`src/rtl/led_pkg.sv`:
```
// Shared definitions for the LED frame scanner: geometry defaults, scan state,
// row index type and the row-to-one-hot helper.
package led_pkg;

    localparam int COLS_DEF = 50;
    localparam int ROWS_DEF = 5;

    typedef enum logic [0:0] {
        BLANK = 1'b0,
        ON    = 1'b1
    } scan_state_e;

    typedef logic [2:0] row_idx_t;

    function automatic logic [7:0] row_onehot(input row_idx_t row);
        return 8'd1 << row;
    endfunction

endpackage

```
`src/rtl/led_row_timer.sv`:
```
// Phase timer owned by the scan FSM: counts cycles in the current phase and
// flags the last one; it restarts from zero on the cycle after done.
module led_row_timer #(
    parameter int CNT_W = 16
) (
    input  logic             clk,
    input  logic             rst_n,
    input  logic [CNT_W-1:0] last_i,
    output logic             done_o,
    output logic [CNT_W-1:0] cnt_o
);

    logic [CNT_W-1:0] cnt_q;
    logic [CNT_W-1:0] cnt_d;

    // Advance the count, restarting when the programmed length is reached.
    always_comb begin
        done_o = (cnt_q == last_i);
        if (done_o) begin
            cnt_d = '0;
        end else begin
            cnt_d = cnt_q + CNT_W'(1);
        end
    end

    // Count register.
    always_ff @(posedge clk) begin
        if (!rst_n) begin
            cnt_q <= '0;
        end else begin
            cnt_q <= cnt_d;
        end
    end

    assign cnt_o = cnt_q;

endmodule

```
`src/rtl/led_frame_scanner.sv`:
```
// Double-buffered ROWS x COLS frame scanner with a blanking gap before every row.
// Defining LED_BRIGHTNESS_EN adds a brightness input that trims the lit part of each dwell.
module led_frame_scanner
    import led_pkg::*;
#(
    parameter int COLS         = COLS_DEF,
    parameter int ROWS         = ROWS_DEF,
    parameter int DWELL_CYCLES = 1000,
    parameter int BLANK_CYCLES = 16,
    parameter int CNT_W        = 16
) (
    input  logic            clk,
    input  logic            rst_n,
    input  logic            wr_valid,
    output logic            wr_ready,
    input  logic [2:0]      wr_row,
    input  logic [COLS-1:0] wr_data,
    input  logic            commit,
    output logic            commit_pending,
    output logic            frame_start,
    output logic [2:0]      row_idx,
    output logic [COLS-1:0] outbus,
    output logic [ROWS-1:0] gnd
`ifdef LED_BRIGHTNESS_EN
    ,
    input  logic [3:0]      brightness
`endif
);

    localparam logic [CNT_W-1:0] BLANK_LAST = CNT_W'(BLANK_CYCLES - 1);
    localparam logic [CNT_W-1:0] DWELL_LAST = CNT_W'(DWELL_CYCLES - 1);
    localparam row_idx_t         ROW_LAST   = row_idx_t'(ROWS - 1);

    scan_state_e     state_q, state_d;
    row_idx_t        row_q, row_d;
    logic            front_sel_q, front_sel_d;
    logic            pending_q, pending_d;
    logic            frame_start_q, frame_start_d;
    logic [COLS-1:0] outbus_q, outbus_d;
    logic [ROWS-1:0] gnd_q, gnd_d;
    logic [COLS-1:0] buf_q [2][ROWS];

    logic [CNT_W-1:0] tmr_last_s;
    logic [CNT_W-1:0] tmr_cnt_s;
    logic [CNT_W-1:0] tmr_next_s;
    logic             tmr_done_s;
    logic             row_end_s;
    logic             boundary_s;
    logic             frame_entry_s;
    logic             wr_fire_s;
    logic             lit_s;
    logic [3:0]       bright_eff_s;
    logic [31:0]      lit_thr_s;

    assign tmr_last_s = (state_q == ON) ? DWELL_LAST : BLANK_LAST;

    led_row_timer #(
        .CNT_W (CNT_W)
    ) u_timer (
        .clk    (clk),
        .rst_n  (rst_n),
        .last_i (tmr_last_s),
        .done_o (tmr_done_s),
        .cnt_o  (tmr_cnt_s)
    );

    assign row_end_s     = (state_q == ON) && tmr_done_s;
    assign boundary_s    = row_end_s && (row_q == ROW_LAST);
    assign frame_entry_s = (state_q == BLANK) && tmr_done_s && (row_q == 3'd0);
    assign wr_fire_s     = wr_valid && !pending_q;

`ifdef LED_BRIGHTNESS_EN
    logic [3:0] bright_q;

    // The level seen on frame entry applies to every row of that frame.
    assign bright_eff_s = frame_entry_s ? brightness : bright_q;

    // Brightness capture register.
    always_ff @(posedge clk) begin
        if (!rst_n) begin
            bright_q <= 4'hF;
        end else if (frame_entry_s) begin
            bright_q <= brightness;
        end else begin
            bright_q <= bright_q;
        end
    end
`else
    assign bright_eff_s = 4'hF;
`endif

    // Scan state register.
    always_ff @(posedge clk) begin
        if (!rst_n) begin
            state_q <= BLANK;
        end else begin
            state_q <= state_d;
        end
    end

    // Next scan state: each phase ends on the timer's last cycle.
    always_comb begin
        state_d = state_q;
        case (state_q)
            BLANK:   state_d = tmr_done_s ? ON : BLANK;
            ON:      state_d = tmr_done_s ? BLANK : ON;
            default: state_d = BLANK;
        endcase
    end

    // Next registered outputs, computed from the next state so they move together.
    always_comb begin
        outbus_d      = '0;
        gnd_d         = '0;
        frame_start_d = 1'b0;
        tmr_next_s    = tmr_done_s ? '0 : tmr_cnt_s + CNT_W'(1);
        lit_thr_s     = (32'(DWELL_CYCLES) * (32'(bright_eff_s) + 32'd1)) >> 4'd4;
        lit_s         = (32'(tmr_next_s) < lit_thr_s);
        if (state_d == ON) begin
            gnd_d         = ROWS'(row_onehot(row_q));
            frame_start_d = frame_entry_s;
            if (lit_s) begin
                outbus_d = buf_q[front_sel_q][row_q];
            end else begin
                outbus_d = '0;
            end
        end else begin
            outbus_d      = '0;
            gnd_d         = '0;
            frame_start_d = 1'b0;
        end
    end

    // Row advance, commit arming and buffer swap at the frame boundary.
    always_comb begin
        row_d       = row_q;
        front_sel_d = front_sel_q;
        pending_d   = pending_q;
        if (row_end_s) begin
            row_d = (row_q == ROW_LAST) ? 3'd0 : row_q + 3'd1;
        end else begin
            row_d = row_q;
        end
        // A pending swap takes the boundary; a commit landing there waits a frame.
        if (boundary_s && pending_q) begin
            front_sel_d = ~front_sel_q;
            pending_d   = 1'b0;
        end else if (commit && !pending_q) begin
            pending_d = 1'b1;
        end else begin
            pending_d = pending_q;
        end
    end

    // Control and output registers.
    always_ff @(posedge clk) begin
        if (!rst_n) begin
            row_q         <= 3'd0;
            front_sel_q   <= 1'b0;
            pending_q     <= 1'b0;
            frame_start_q <= 1'b0;
            outbus_q      <= '0;
            gnd_q         <= '0;
        end else begin
            row_q         <= row_d;
            front_sel_q   <= front_sel_d;
            pending_q     <= pending_d;
            frame_start_q <= frame_start_d;
            outbus_q      <= outbus_d;
            gnd_q         <= gnd_d;
        end
    end

    // Back-buffer writes; out-of-range rows complete the handshake but are dropped.
    always_ff @(posedge clk) begin
        if (!rst_n) begin
            for (int b = 0; b < 2; b++) begin
                for (int r = 0; r < ROWS; r++) begin
                    buf_q[b][r] <= '0;
                end
            end
        end else if (wr_fire_s && (wr_row <= ROW_LAST)) begin
            buf_q[~front_sel_q][wr_row] <= wr_data;
        end
    end

    assign wr_ready       = !pending_q;
    assign commit_pending = pending_q;
    assign frame_start    = frame_start_q;
    assign row_idx        = row_q;
    assign outbus         = outbus_q;
    assign gnd            = gnd_q;

endmodule

```
`config.mk`:
```
export PLATFORM = sky130hd
export DESIGN_NAME = led_frame_scanner
export DESIGN_NICKNAME = d
export VERILOG_FILES = /design/src/rtl/led_pkg.sv /design/src/rtl/led_row_timer.sv /design/src/rtl/led_frame_scanner.sv
export SDC_FILE = /design/constraint.sdc
export NUM_CORES = 1
export LEC_CHECK = 0
export CORE_MARGIN = 2
export CORE_UTILIZATION = 50
export CTS_CLUSTER_DIAMETER = 50
export DETAILED_ROUTE_END_ITERATION = 6
export PLACE_DENSITY_LB_ADDON = 0.15
export SETUP_SLACK_MARGIN = 0.05
export SLEW_MARGIN = 0
export SYNTH_ARGS = -nofsm -noshare
export SYNTH_HDL_FRONTEND = slang
export SYNTH_HIERARCHICAL = 1
export SYNTH_SLANG_ARGS = --single-unit
```
`constraint.sdc`:
```
create_clock -name clk -period 13.46 [get_ports clk]
set_clock_uncertainty 0.15 [all_clocks]
set_input_delay 2.692 -clock clk [delete_from_list [all_inputs] [get_ports clk]]
set_output_delay 2.692 -clock clk [all_outputs]
set_load 0.01 [all_outputs]
```
==> flow_summary.yaml <==
layout:
  fillers: 3605
  antennaDiodeCount: 0
  nNetsFinal: 1714
  multiInputGateArea_um2: 6870
  register_area_um2: 16600
  syn_to_final_growth_pct: 16.2
  layout-drive-gt1-share_pct: 20.6
setup_path:
  critPathTopFamily: "simple AND/OR/NAND/NOR gates"
  cp-start-kind: "input port"
  rr_worst_depth: 5
  critPathBufInv: 4
  critPathArrivalTime_ns: 6.85
  critical_path.slowest_cell: "and3_2"
  critPathRequiredTime_ns: 13.58
  crit_path_end_kind: "flip-flop"
  crit_chain: "clkdlybuf4s50_1 -> buf_4 -> nand2_2 -> nor3_4 -> buf_4 -> and3_2 -> nand2b_2 -> buf_4"
  worstReg2RegStart: "commit_pending"
  critPathMostFrequentCell: "buf_4"
  critPathKind: "input port to flip-flop"
  r2r_end: "buf_q[0][21]"
  slowest_delay_ns: 1.01
  r2r_setup_slack_ns: 9.13
  cp_max_fo: 52
clock_network:
  postCtsHoldBufs: 0
  cts_htree_levels: 2
  cts.sinks: 579
  cts_buffers: 61
  cts_root_buf: "clkbuf_16"
  cts_resized: 0
  cts_tree: "done"
  cts_post_setup_buffers_inserted: 0
  clk_latency_ns: 0.62
  cts.path.max_buffers: 3
  clk_pin_slew_ns: 0.06
power:
  ir_worst_vdd_mv: 0.0949
  p_leak_uw: 0.00964
  pwr_density_cell_nw_per_um2: 140
  p_switching_uw: 815
  swShare_pct: 20.8
  power.total_uw: 3920
  seq_power_share_pct: 52.3
  internal_power_uw: 3100
  comb_power_share_pct: 3.6
  p_clk_share_pct: 44.1
timing:
  fmax_mhz: 148
  slew_headroom_pct: 28.6
  slew_viol_final: 0
  tns_ns: 0
  rsz0062_at_grt: "false"
  period_share_pct: 50.0
  finalHoldViolCount: 0
  period_minus_slack_ns: 6.74
  fin_ws_ns: 6.72
  setup_viol: 0
  max_slew.worst_pin.slew_ns: 1.07
  fin_hold_ws_ns: 0.341
floorplanning:
  die_h_um: 223
  start_util_pct: 50.5
  pin_count: 118
  die_area_um2: 49800
  die_w_um: 223
  design.core.area_um2: 47500
  rows: 80
synthesis:
  yosysTopAreaCellShare_pct: 62.5
  ys_top_cells_by_count: "edfxtp_1 (500), and2_1 (209), nand2_1 (114)"
  synth-seq-cells: 579
  async_flop_share_pct: 0
  synth_edf_count: 500
  ys_types: 45
  synth_area_leaders: "edfxtp_1 (63%), mux4_2 (9.4%), dfxtp_1 (6.6%)"
  netlist_area_um2: 24000
  post-synth-top-area-cell: "edfxtp_1"
  synth_most_common_cell: "edfxtp_1"
  yosysSeqAreaShare_pct: 69.1
  syn_area_per_cell_um2: 15.6
  syn_inst: 1539
  synthFlopType: "edfxtp_1"
  yosysWarnings: 6
place:
  post-place-ws_ns: 6.06
  dp_hpwl_um: 29700
  place_congestion: 0.780
  io_buffers: 117
global_routing:
  grt-ovfl-total: 0
  grt_pass1_vias: 14000
  grt_max_degree: 56
  grt_pass1_wl_um: 87800
  antenna_found_initial: 0
  grtUsageTotal_pct: 23.8
worst_hold_path:
  hold_end: "u_timer/cnt_o[0]"
  hp-class: "flip-flop to flip-flop"
  hold_start: "u_timer/cnt_o[0]"
  hold_depth: 1
routing:
  firstDrtPassIters: 5
  num_vias: 13400
  drt_iter0_drc: 1198
  drc_errors: 0
  drt-total-wl_um: 57500
  postRouteAntennaNets: 0
  via_per_inst: 5.78
  avgRoutedWirePerCell_um: 24.8
job:
  cap_violations: 0
outcome:
  status: "complete, no violations"
per-layer routing:
layer	GRT usage, %	vias up	wire length (um)
met5	0	-	0
met4	7.32	0	1360
met3	3.20	81	3540
met2	40.0	469	28500
met1	32.6	6927	24100
li1	-	5934	-
through the flow:
| step | instances | util [%] | instance area [um^2] |
|---|---|---|---|
| after global routing | 2320 | 58.7 | 27900 |
| after detailed placement | 2204 | 54.3 | 25800 |
| after CTS | 2320 | 58.7 | 27900 |
| after global placement | 2204 | 54.3 | 25800 |
| final | 2320 | 58.7 | 27900 |
| after floorplan | 1547 | - | 24000 |
worst max-delay path by stage:
stage                from       endpoint  cells after the start
detailed placement  rst_n   buf_q[0][27]                      8
floorplan           rst_n  buf_q[1][150]                      4
global route        rst_n   buf_q[0][21]                      8
global placement    rst_n   buf_q[0][20]                      8
CTS                 rst_n   buf_q[0][20]                      8
finish              rst_n   buf_q[0][21]                      8
state kept, by name (all words and copies together), names as in the netlist, named ones only:
| signal | count |
|---|---|
| row_idx | 3 |
| buf_q | 500 |
| u_timer/cnt_o | 16 |
| front_sel_q | 1 |
| outbus | 50 |
| state_q | 1 |
| gnd | 5 |
| commit_pending | 1 |
| frame_start | 1 |
power groups by stage:
stage	Clock (uW)	Combinational (uW)	Sequential [uW]
finish	1730	141	2050
global route	1820	151	2050
floorplan	0	74.9	2080
global placement	0	140	2080
detailed placement	0	142	2090
CTS	1750	143	2050
cells in the final DEF (no fill, tap or decap), types with 56 or more instances in the layout:
cell / count
edfxtp_1: 500
and2_1: 209
clkdlybuf4s50_1: 117
nand2_1: 111
mux4_2: 100
dfxtp_1: 77
nor2_1: 70
clkbuf_16: 64
inv_1: 56
cell families after synthesis:
kind of cell             share of synthesized area [%]
buffers and inverters                             2.93
flip-flops                                        69.1
other                                           0.0313
adder cells (fa/ha/maj)                          0.261
XOR/XNOR                                          1.09
AO/OA/AOI/OAI                                     3.62
AND/OR/NAND/NOR                                   11.1
multiplexers                                      11.8
cell type report:
cell class	instances	share of cell area (%)
clock inverter	32	1.15
multi-input combinational	812	24.6
tap	615	2.76
inverter	56	0.753
clock buffer	84	6.37
sequential	579	59.5
timing repair buffer	142	4.87
Note: power is estimated with default switching activity, not from simulation.
